--- src/rtl/i2s_tx_pkg.sv ---
// Shared constants and helpers for the I2S transmitter.
// Channel masks, slot geometry and sample-size decoding.
package i2s_tx_pkg;

  localparam int SLOT_BITS = 32;

  localparam logic [1:0] CH_NONE   = 2'b00;
  localparam logic [1:0] CH_RIGHT  = 2'b01;
  localparam logic [1:0] CH_LEFT   = 2'b10;
  localparam logic [1:0] CH_STEREO = 2'b11;

  typedef enum logic {
    SLOT_LEFT  = 1'b0,
    SLOT_RIGHT = 1'b1
  } slot_e;

  // A programmed size of 0 means a full 32-bit sample.
  function automatic logic [5:0] eff_size(input logic [5:0] size);
    return (size == 6'd0) ? 6'd32 : size;
  endfunction

  function automatic logic chan_enabled(input logic [1:0] channels, input slot_e slot);
    return (slot == SLOT_LEFT) ? channels[1] : channels[0];
  endfunction

endpackage

--- src/rtl/i2s_tx_fifo.sv ---
// Synchronous show-ahead FIFO feeding the I2S serialiser.
// Pushes while full and pops while empty are ignored.
module i2s_tx_fifo #(
  parameter int AW = 4,
  parameter int DW = 32
) (
  input  logic          clk,
  input  logic          rst_n,
  input  logic          wr,
  input  logic [DW-1:0] wdata,
  input  logic          rd,
  output logic [DW-1:0] rdata,
  output logic          full,
  output logic          empty,
  output logic [AW:0]   level
);

  localparam int DEPTH = 2 ** AW;

  logic [DW-1:0] mem [DEPTH];
  logic [AW:0]   wr_ptr;
  logic [AW:0]   rd_ptr;
  logic          push;
  logic          pop;

  assign push  = wr && !full;
  assign pop   = rd && !empty;
  assign level = wr_ptr - rd_ptr;
  assign full  = (level == (AW+1)'(DEPTH));
  assign empty = (level == '0);
  assign rdata = mem[rd_ptr[AW-1:0]];

  // Pointers carry one extra wrap bit so full and empty stay distinct.
  always_ff @(posedge clk or negedge rst_n) begin
    if (!rst_n) begin
      wr_ptr <= '0;
      rd_ptr <= '0;
    end else begin
      if (push) wr_ptr <= wr_ptr + 1'b1;
      if (pop)  rd_ptr <= rd_ptr + 1'b1;
    end
  end

  always_ff @(posedge clk) begin
    if (push) mem[wr_ptr[AW-1:0]] <= wdata;
  end

endmodule

--- src/rtl/i2s_tx.sv ---
// I2S master transmitter: sck/ws generation and MSB-first serialisation
// of FIFO samples in Philips or left-justified format.
module i2s_tx
  import i2s_tx_pkg::*;
#(
  parameter int AW = 4,
  parameter int DW = 32
) (
  input  logic          clk,
  input  logic          rst_n,
  output logic          ws,
  output logic          sck,
  output logic          sdo,
  input  logic          fifo_wr,
  input  logic [DW-1:0] fifo_wdata,
  output logic          fifo_full,
  output logic          fifo_empty,
  output logic [AW:0]   fifo_level,
  input  logic [AW:0]   fifo_level_threshold,
  output logic          fifo_level_below,
  output logic          underflow,
  input  logic          underflow_clr,
  input  logic          left_justified,
  input  logic [5:0]    sample_size,
  input  logic [7:0]    sck_prescaler,
  input  logic [1:0]    channels,
  input  logic          en
);

  logic [7:0]    prescaler;
  logic [4:0]    bit_ctr;
  logic [31:0]   shifter;
  logic [31:0]   shifter_next;
  logic [31:0]   loaded;
  logic [5:0]    shamt;
  logic [DW-1:0] head;
  logic          sdo_dly;
  logic          lj_q;
  logic          lj_eff;
  logic          cur_bit;
  logic          tick;
  logic          fall;
  logic          slot_start;
  logic          ch_en;
  logic          pop;
  slot_e         next_slot;

  i2s_tx_fifo #(.AW(AW), .DW(DW)) u_fifo (
    .clk   (clk),
    .rst_n (rst_n),
    .wr    (fifo_wr),
    .wdata (fifo_wdata),
    .rd    (pop),
    .rdata (head),
    .full  (fifo_full),
    .empty (fifo_empty),
    .level (fifo_level)
  );

  assign fifo_level_below = (fifo_level < fifo_level_threshold);

  assign tick       = en && (prescaler == 8'd0);
  assign fall       = tick && sck;
  assign slot_start = fall && (bit_ctr == 5'd31);

  // ws is about to toggle, so the new slot is left when ws is currently 1.
  assign next_slot = ws ? SLOT_LEFT : SLOT_RIGHT;
  assign ch_en     = chan_enabled(channels, next_slot);
  assign pop       = slot_start && ch_en && !fifo_empty;

  // Shifting left by (32-N) both MSB-aligns the sample and discards bits above N-1.
  assign shamt  = 6'(SLOT_BITS) - eff_size(sample_size);
  assign loaded = head << shamt;

  always_comb begin
    shifter_next = {shifter[30:0], 1'b0};
    if (slot_start) shifter_next = pop ? loaded : '0;
  end

  assign cur_bit = shifter_next[31];
  assign lj_eff  = slot_start ? left_justified : lj_q;

  // All frame state advances on the sck falling-edge tick and freezes while en=0.
  always_ff @(posedge clk or negedge rst_n) begin
    if (!rst_n) begin
      prescaler <= '0;
      sck       <= 1'b0;
      ws        <= 1'b1;
      bit_ctr   <= '0;
      shifter   <= '0;
      sdo       <= 1'b0;
      sdo_dly   <= 1'b0;
      lj_q      <= 1'b0;
      underflow <= 1'b0;
    end else begin
      if (en) prescaler <= (prescaler == 8'd0) ? sck_prescaler : prescaler - 8'd1;
      if (tick) sck <= ~sck;
      if (fall) begin
        bit_ctr <= bit_ctr + 5'd1;
        shifter <= shifter_next;
        sdo_dly <= cur_bit;
        sdo     <= lj_eff ? cur_bit : sdo_dly;
        if (slot_start) begin
          ws   <= ~ws;
          lj_q <= left_justified;
        end
      end
      if (slot_start && ch_en && fifo_empty) underflow <= 1'b1;
      else if (underflow_clr)                underflow <= 1'b0;
    end
  end

endmodule

--- config.mk ---
export PLATFORM = sky130hd
export DESIGN_NAME = i2s_tx
export DESIGN_NICKNAME = d
export VERILOG_FILES = /design/src/rtl/i2s_tx_pkg.sv /design/src/rtl/i2s_tx_fifo.sv /design/src/rtl/i2s_tx.sv
export SDC_FILE = /design/constraint.sdc
export NUM_CORES = 1
export LEC_CHECK = 0
export CAP_MARGIN = 20
export CORE_ASPECT_RATIO = 0.5
export CORE_MARGIN = 2
export CORE_UTILIZATION = 38
export CTS_CLUSTER_SIZE = 28
export DETAILED_ROUTE_END_ITERATION = 7
export PLACE_DENSITY = 0.62
export SLEW_MARGIN = 0
export SYNTH_ARGS = -nofsm -noshare
export SYNTH_HDL_FRONTEND = slang
export SYNTH_SLANG_ARGS = --single-unit
--- constraint.sdc ---
create_clock -name clk -period 6.4 [get_ports clk]
set_clock_uncertainty 0.15 [all_clocks]
set_input_delay 1.6 -clock clk [delete_from_list [all_inputs] [get_ports clk]]
set_output_delay 1.6 -clock clk [all_outputs]
set_load 0.005 [all_outputs]
## Word level (Yosys, flattened, before mapping)

Memory sizes are Yosys's and may differ from the RTL's.
Index checks and enable logic that the tools add are counted.

- Add/sub/neg operators: 6
- Multipliers: 0
- Divide/modulo/power cells: 0
- Order comparisons: 1
- Equality and inequality tests: 2
- Shift-type cells: 1
- Mux-type cells: 11
- Bitwise logic cells: 2
- Reductions and logical operators: 15

Operators with widths:

| operator | count |
|---|---|
| two-way mux 32 bit | 2 |
| left shift 32 x 6 -> 32 bit | 1 |
| adder 5 x 1 -> 5 bit (second input constant) | 3 |
| == test 5 bit (second input constant) | 2 |
| logical AND 1 bit | 8 |
| zero test 8 bit | 1 |
| two-way mux 8 bit | 1 |
| subtractor 8 x 1 -> 8 bit (second input constant) | 1 |
| two-way mux 1 bit | 7 |
| zero test 6 bit | 1 |
| two-way mux 6 bit | 1 |
| subtractor 6 bit (first input constant) | 1 |
| zero test 5 bit | 1 |
| < comparator 5 bit | 1 |
| subtractor 5 bit | 1 |
| zero test 1 bit | 2 |
| inverter 1 bit | 2 |
| AND reduction 2 bit | 1 |
| nonzero test 2 bit | 1 |

- Bits in registers: 60
- Bits in latches: 0
- RAM bits: 512
- Bits in read-only memories: 0
- Input port bits: 59
- Output and inout bits: 12
- Logic and storage cells: 50
- Memories kept: 1

Memory list:

| memory | words | width | rd ports | clocked after Yosys merged registers in | write ports | line | source |
|---|---|---|---|---|---|---|---|
| u_fifo.mem | 16 | 32 | 1 | 0 | 1 | i2s_tx_fifo.sv:20 | `logic [DW-1:0] mem [DEPTH];` |

## Longest topological paths before layout

Gate-level depths: netlist of the first run.

- Depth after elaboration: 9
- Mapped depth: 14
- Depth with buffers taken out: 11

## Modules after synthesis

A second synthesis of the first run with hierarchy kept.

- Cell total of the unflattened synthesis: 1514
- Area, all modules: 24911.4 µm²

By module, submodules not included:

| module | instances | cells an instance | area an instance (µm²) | sequential area each (µm²) |
|---|---|---|---|---|
| i2s_tx_fifo | 1 | 968 | 20224.4 | 15625.0 |
| i2s_tx | 1 | 546 | 4687.0 | 1252.5 |

## Worst setup path before layout of the first run

Ideal clock, no wire load.

- Path type: register to register
- Start: register u_fifo.rd_ptr[2]
- End: memory u_fifo.mem[3][0] (enable)
- Setup time: 461 ps
- Arrival time: 4640 ps
- Data required time: 5789 ps
- Slack: 1149 ps
- Stages on the path, launching flop included: 13
- Buffers on the path: 3
- Period minus slack after synthesis: 5251 ps
- Cells stage by stage: dfrtp_1 -> buf_2 -> inv_1 -> clkbuf_1 -> ha_1 -> o21ai_0 -> nand2_1 -> xnor2_1 -> nor4_1 -> nor2b_1 -> clkbuf_1 -> nand2_1 -> nor3_1

- Longest elaborated chain between the ends: 6

RTL lines:

| what | line | source |
|---|---|---|
| start: declaration | i2s_tx_fifo.sv:22 | `logic [AW:0] rd_ptr;` |
| start signal: assignment | i2s_tx_fifo.sv:40 | `if (pop) rd_ptr <= rd_ptr + 1'b1;` |
| subtractor 5 bit | i2s_tx_fifo.sv:28 | `assign level = wr_ptr - rd_ptr;` |
| named net fifo_level[3] | i2s_tx.sv:18 | `output logic [AW:0] fifo_level,` |
| == test 5 bit | i2s_tx_fifo.sv:29 | `assign full = (level == (AW+1)'(DEPTH));` |
| named net fifo_full | i2s_tx.sv:16 | `output logic fifo_full,` |
| zero test 1 bit | i2s_tx_fifo.sv:26 | `assign push = wr && !full;` |
| logical AND 1 bit | i2s_tx_fifo.sv:26 |  |
| two-way mux 1 bit | i2s_tx_fifo.sv:45 | `if (push) mem[wr_ptr[AW-1:0]] <= wdata;` |
| two-way mux 1 bit (not written as such) | i2s_tx_fifo.sv:45 |  |
| end: declaration | i2s_tx_fifo.sv:20 |  |

The timed path passes the listed nets, and every way through them passes these cells.

## Final worst setup path of the first run

- Start: register u_fifo.rd_ptr[0]
- End: output fifo_empty

- Longest elaborated chain between the ends: 2

RTL lines:

| what | line | source |
|---|---|---|
| subtractor 5 bit | i2s_tx_fifo.sv:28 |  |
| zero test 5 bit | i2s_tx_fifo.sv:30 | `assign empty = (level == '0);` |
| end: declaration | i2s_tx.sv:17 | `output logic fifo_empty,` |

Every way passes these cells.

==> impl_metrics.ini, run 1 <==
[cts]
clk_pin_slew_worst_paths_ns = 0.06
cts-hold-fix-buffers = 0
ctsResizeCount = 0
post-cts-setup-buffer-count = 0
htree_levels = 2
cts.sinks = 572
cts_tree = yes
root_buffer = clkbuf_16
clock_path_buffers = 3
clock_latency_ns = 0.62
cts_made_buffers = 53

[timing]
finalCriticalPeriod_ns = 5.38
slew_headroom_pct = 27.5
worst_pin_slew_ns = 1.08
max_freq_mhz = 186
hold_viol_final = 0
setup_tns_ns = 0
final_max_slew_viol_count = 0
rsz0062_at_grt = false
fin_crit_sh_pct = 84.1
setup_viol = 0

[die]
die_w_um = 368
fp-row-count = 66
core_um2 = 65300
start_util_pct = 38.6
die_h_um = 186
die_area_um2 = 68500
ios = 71

[synthesis]
synth_edf_count = 512
synth_top_family_by_area = multiplexers
synth-main-ff-cell = edfxtp_1
ys_seq_area_share_pct = 66.9
synthArstFlopShare_pct = 10.5
yosys.area_share.simple_pct = 6.08
syn_area_um2 = 25200
ys_types = 87
synth_seq_cells = 572
synthXorXnorAreaFrac_pct = 0.625
synthMuxAreaShare_pct = 13.3
synth.net_count = 1677
ys.warnings.count = 0
syn_inst = 1599
syn_avg_cell_area_um2 = 15.8
synth-compound-area-share_pct = 9.28
synth_adder_area_share_pct = 0.973

[flow_run]
drv_cap = 0

[grt]
grt_max_degree = 87
grt_pass1_wl_um = 96300
antenna_found_initial = 2
grt_overflow = 0
grt_pass1_vias = 14200
grt_use_total_pct = 19.0

[power_and_ir_drop]
ir_drop_v = 0.000184
p_leak_uw = 0.00927
powerDensity_nw_per_um2 = 319

[critical_path]
worst-r2r-cell-count = 11
worstReg2RegEnd = shifter[12]
crit_fanout = 17
critical_path_class = reg -> out
crit_chain = ha_1 > fa_1 > xnor2_1 > or3_1 > nor4b_1 > o22ai_1 > buf_4 > inv_1 > clkdlybuf4s50_1
crit_start = u_fifo.rd_ptr[0]
cp-start-kind = flop
worst-path-buf-inv = 3
slowest_stage = dfrtp_4
crit_path_end = fifo_empty
r2r_start = u_fifo.rd_ptr[1]
worstSetupEndpointType = output pin
cpPeakStageDelay_ns = 0.63
required_ns = 4.65
arrival_ns = 3.63
ff2ff_setup_slack_ns = 1.47
cp_num_cells = 9
crit_family = buffers and inverters

[placement]
port_buffers = 70
place_area_um2 = 26900
placed_cells = 2499
detailed_place_hpwl_um = 39300
gp_congestion = 0.917

[routing]
routed_wl_um = 65600
vias = 15000
vias_per_cell = 5.78
wl_per_cell_um = 25.3
drcViolationCount = 0
drt_iter0_drc = 1944
ant_nets = 0
dr.pass1.iters = 6

[layout]
drive_above_1_share_pct = 16.2
antennaDiodeCount = 0
final_cell_area_um2 = 28700
syn_to_final_growth_pct = 14.0
n_fill_cell = 5689
fin_cells = 2595
finalNetCount = 1748

[min_path]
min_from = bit_ctr[3]
hold_class = reg -> reg

[status]
status = finished, final reports clean
-- where the power goes --
part	switching (uW)	internal (uW)
registers	151	4510
logic	786	436
clock network	1440	1850
total	2380	6800
-- worst register-to-register path: stages, from the launching register on --
cell and delay (ns):
dfrtp_4 0.51, buf_4 0.45, buf_4 0.72, nor2b_2 0.33, buf_4 0.36, a221oi_1 0.33
a21oi_1 0.20, o32ai_1 0.88, o22ai_1 0.18, nor3_1 0.39, o21ai_0 0.20, o21ai_0 0.17
-- how the worst min path moves through the flow --
stage,endpoint,depth (start not counted)
after floorplan,bit_ctr[3],1
after detailed placement,bit_ctr[3],1
after CTS,bit_ctr[3],1
final,bit_ctr[3],1
after global placement,bit_ctr[3],1
after global routing,bit_ctr[3],1
-- stage by stage --
| stage | hold slack (ns) | utilization [%] | total power [uW] | setup WS (ns) |
|---|---|---|---|---|
| 6_report | 0.317 | 44.0 | 9170 | 1.02 |
| 5_1_grt | 0.343 | 44.0 | 9500 | 0.800 |
| 4_1_cts | 0.321 | 44.0 | 9220 | 0.992 |
| 3_5_place_dp | 0.307 | 41.2 | 5960 | 0.733 |
| 3_3_place_gp | 0.306 | 41.2 | 5930 | 0.658 |
| 2_1_floorplan | 0.288 | - | 5370 | 1.15 |
-- area by class of cell --
| cell class | count | area (um2) | area share [%] |
|---|---|---|---|
| Clock buffer | 55 | 1330 | 4.64 |
| Clock inverter | 41 | 472 | 1.64 |
| Inverter | 26 | 97.6 | 0.340 |
| Multi-Input combinational cell | 903 | 7790 | 27.1 |
| Sequential cell | 572 | 16900 | 58.8 |
| Tap cell | 884 | 1110 | 3.85 |
| Timing Repair Buffer | 114 | 1050 | 3.66 |
-- cell usage after synthesis, drive strengths merged, types with 6 or more instances --
cell | n | area share, %
a211oi | 10 | 0.32
a21o | 8 | 0.24
a21oi | 56 | 1.2
a221o | 11 | 0.44
a221oi | 44 | 1.7
a22o | 12 | 0.42
a22oi | 30 | 0.91
a2bb2oi | 7 | 0.27
a31oi | 13 | 0.32
and2 | 8 | 0.20
and3 | 14 | 0.37
buf | 49 | 1.6
clkbuf | 49 | 0.73
dfrtp | 59 | 5.9
edfxtp | 512 | 61
ha | 18 | 0.89
inv | 24 | 0.36
mux2 | 12 | 0.55
mux2i | 126 | 5.0
mux4 | 87 | 7.8
nand2 | 81 | 1.2
nand2b | 21 | 0.52
nand3 | 14 | 0.28
nand4 | 11 | 0.27
nor2 | 98 | 1.5
nor2b | 9 | 0.22
nor3 | 21 | 0.42
nor4 | 9 | 0.22
o211ai | 6 | 0.18
o21a | 7 | 0.21
o21ai | 59 | 1.2
o22ai | 15 | 0.37
o31ai | 6 | 0.20
o32ai | 6 | 0.24
or2 | 23 | 0.57
xnor2 | 15 | 0.52
-- cell usage in the layout (no fill, tap or decap), types with 13 or more instances in the layout --
cell             instances
a221oi_1                37
ha_1                    18
nand2b_1                21
nor2_1                  85
nor3_1                  17
mux2i_1                125
o22ai_1                 15
clkinv_1                17
a22oi_1                 29
clkdlybuf4s50_1         69
a21oi_1                 52
edfxtp_1               512
and3_1                  13
buf_4                   42
xnor2_1                 14
nand3_1                 14
nand2_1                 81
o21ai_0                 45
mux4_2                  87
inv_1                   22
a31oi_1                 13
dfrtp_1                 55
clkbuf_16               53
-- per-layer routing --
metal / GRT usage (%) / vias up / share of wire, %
li1: - / 6531 / -
met5: 0 / - / 0.041
met4: 4.54 / 4 / 2.1
met2: 28.9 / 659 / 44
met1: 27.9 / 7724 / 45
met3: 4.02 / 94 / 9.1
-- logic make-up (layout without fill, tap and decap cells) --
kind of cell               after synthesis  after routing
DFF                                    572            572
muxes                                  225            225
xor gates and xnor gates                18             18
buffers and inverters                  124            236
and+or+nand+nor                        320            320
adders and majority gates               19             19
AOI/OAI and AO/OA                      321            321
-- state kept, by name (all words and copies together), names as in the netlist --
signal	cells
bit_ctr	5
u_fifo.rd_ptr	5
ws	1
prescaler	8
u_fifo.mem	512
underflow	1
sck	1
shifter	31
sdo	1
u_fifo.wr_ptr	5
sdo_dly	1
lj_q	1
No activity file was read; power rests on OpenSTA's default activity.
==> inputs of run 2 (changes only) <==
PLACE_DENSITY = 0.63   (was 0.62)
clock period = 4.44 ns   (was 6.4 ns; I/O delays follow)
==> run 2 against run 1 <==
Effect of this change:
- worst hold slack worse by 0.032 ns
- clock-buffer cell count is 9 higher
- non-clock buffer count is 71 higher
- utilization is 1.2 points higher
- register-to-register slack worse by 1.1 ns
- cell count is 2.9% higher
- sequential share of layout area is 1.5 points lower
- sequential power is 43% higher
- final area is 2.6% higher
- via count is 1.1% higher
- routed wire length is 2.9% higher
- critical endpoint is now fifo_full
- largest cell class unchanged
- highest routed layer is now met4
==> impl_metrics.ini, run 2 (same netlist as run 1, synthesis figures left out) <==
[cts]
clk_pin_slew_worst_paths_ns = 0.07
cts_tree = yes
root_buffer = clkbuf_16
cts_made_buffers = 53
htree_levels = 2
clock_latency_ns = 0.62
cts.sinks = 572
clock_path_buffers = 3

[critical_path]
crit_fanout = 3
worstSetupEndpointType = output pin
required_ns = 3.18
cp-start-kind = flop
crit_path_end = fifo_full
r2r_start = u_fifo.rd_ptr[0]
worstReg2RegEnd = shifter[8]
ff2ff_setup_slack_ns = 0.41
worst-r2r-cell-count = 10
critical_path_class = reg -> out
crit_start = u_fifo.rd_ptr[0]
arrival_ns = 3.07

[placement]
dp_slack_ns = 0.0149
gp_congestion = 0.892
port_buffers = 70
detailed_place_hpwl_um = 42400

[status]
status = finished, final reports clean

[routing]
ant_nets = 0
vias_per_cell = 5.69
routed_wl_um = 67500
wl_per_cell_um = 25.3
drt_iter0_drc = 1604
vias = 15200
dr.pass1.iters = 7
drcViolationCount = 0

[grt]
grt_use_total_pct = 19.6
grt_pass1_vias = 14800
grt_pass1_wl_um = 99000
antenna_found_initial = 1
grt_max_degree = 86
grt_overflow = 0

[layout]
n_fill_cell = 5603
drive_above_1_share_pct = 20.0
largest_reg_flops = 512
syn_to_final_growth_pct = 17.0
multi_input_area_um2 = 7860
final_common_cell = edfxtp_1
regArea_um2 = 16900
final_cell_mix = edfxtp_1, mux2i_1, buf_4
finalNetCount = 1819

[power_and_ir_drop]
p_leak_uw = 0.00968
ir_drop_v = 0.000285
powerDensity_nw_per_um2 = 458

[die]
fp-row-count = 66
die_w_um = 368
die_area_um2 = 68500
core_um2 = 65300
start_util_pct = 38.6
ios = 71
die_h_um = 186

[timing]
fin_crit_sh_pct = 97.4
whs_ns = 0.285
max_freq_mhz = 231
finalCriticalPeriod_ns = 4.33
hold_viol_final = 0
final_max_slew_viol_count = 0
fin_ws_ns = 0.114
setup_viol = 0
worst_pin_slew_ns = 0.962
rsz0062_at_grt = false
slew_headroom_pct = 35.8
setup_tns_ns = 0

[min_path]
hold_class = in -> async

[flow_run]
drv_cap = 0
[run 2: worst min-delay path by stage]
stage                from            to  slack [ns]  cells after the start
2_1_floorplan  bit_ctr[3]    bit_ctr[3]        0.29                      1
3_3_place_gp   bit_ctr[3]    bit_ctr[3]        0.31                      1
3_5_place_dp   bit_ctr[3]    bit_ctr[3]        0.31                      1
4_1_cts             rst_n  prescaler[5]        0.28                      1
5_1_grt             rst_n  prescaler[7]        0.30                      1
6_report            rst_n  prescaler[7]        0.29                      1
[run 2: repair_timing]
action,CTS,global route
hold buffers,0,0
resized for setup,11,2
pin swaps,4,0
setup endpoints to repair,3,2
buffers inserted,3,0
[run 2: power by group]
group,switching (uW),internal [uW]
Sequential,182,6490
Clock,2050,2750
Combinational,1270,756
[run 2: worst max-delay path, stage by stage, from the launching register on]
cell and delay [ns]:
dfrtp_4 0.48, ha_2 0.20, fa_2 0.53, inv_1 0.08, or3_4 0.42, nor4_4 0.19
clkdlybuf4s50_1 0.55
[run 2: routing by layer]
layer | GRT usage (%) | routed length, um | vias to the layer above
met5 | 0 | 0 | -
met4 | 5.06 | 1450 | 0
met3 | 4.96 | 5940 | 106
met2 | 30.1 | 30100 | 581
met1 | 28.0 | 29900 | 7815
li1 | - | - | 6675
[run 2: layout make-up]
cell class	instances	share of cell area, %
tap	884	3.75
sequential	572	57.2
clock inverter	34	1.45
inverter	26	0.331
timing repair buffer	185	5.79
clock buffer	64	4.78
antenna	1	0.00848
multi-input combinational	903	26.7
[run 2: stage by stage]
stage	instance area, um2	std cells	utilization (%)	total power, uW
final	29500	2669	45.2	13500
after global routing	29500	2669	45.2	14000
after CTS	29500	2668	45.1	13600
after detailed placement	27600	2567	42.2	8740
after global placement	27600	2567	42.2	8700
after floorplan	25200	1599	-	7750
==> inputs of run 3 (changes only) <==
ABC_CLOCK_PERIOD_IN_PS = 4440   (was default)
==> results of run 3 <==
Same layout as run 2: the final DEF is identical, and so are final timing and power.
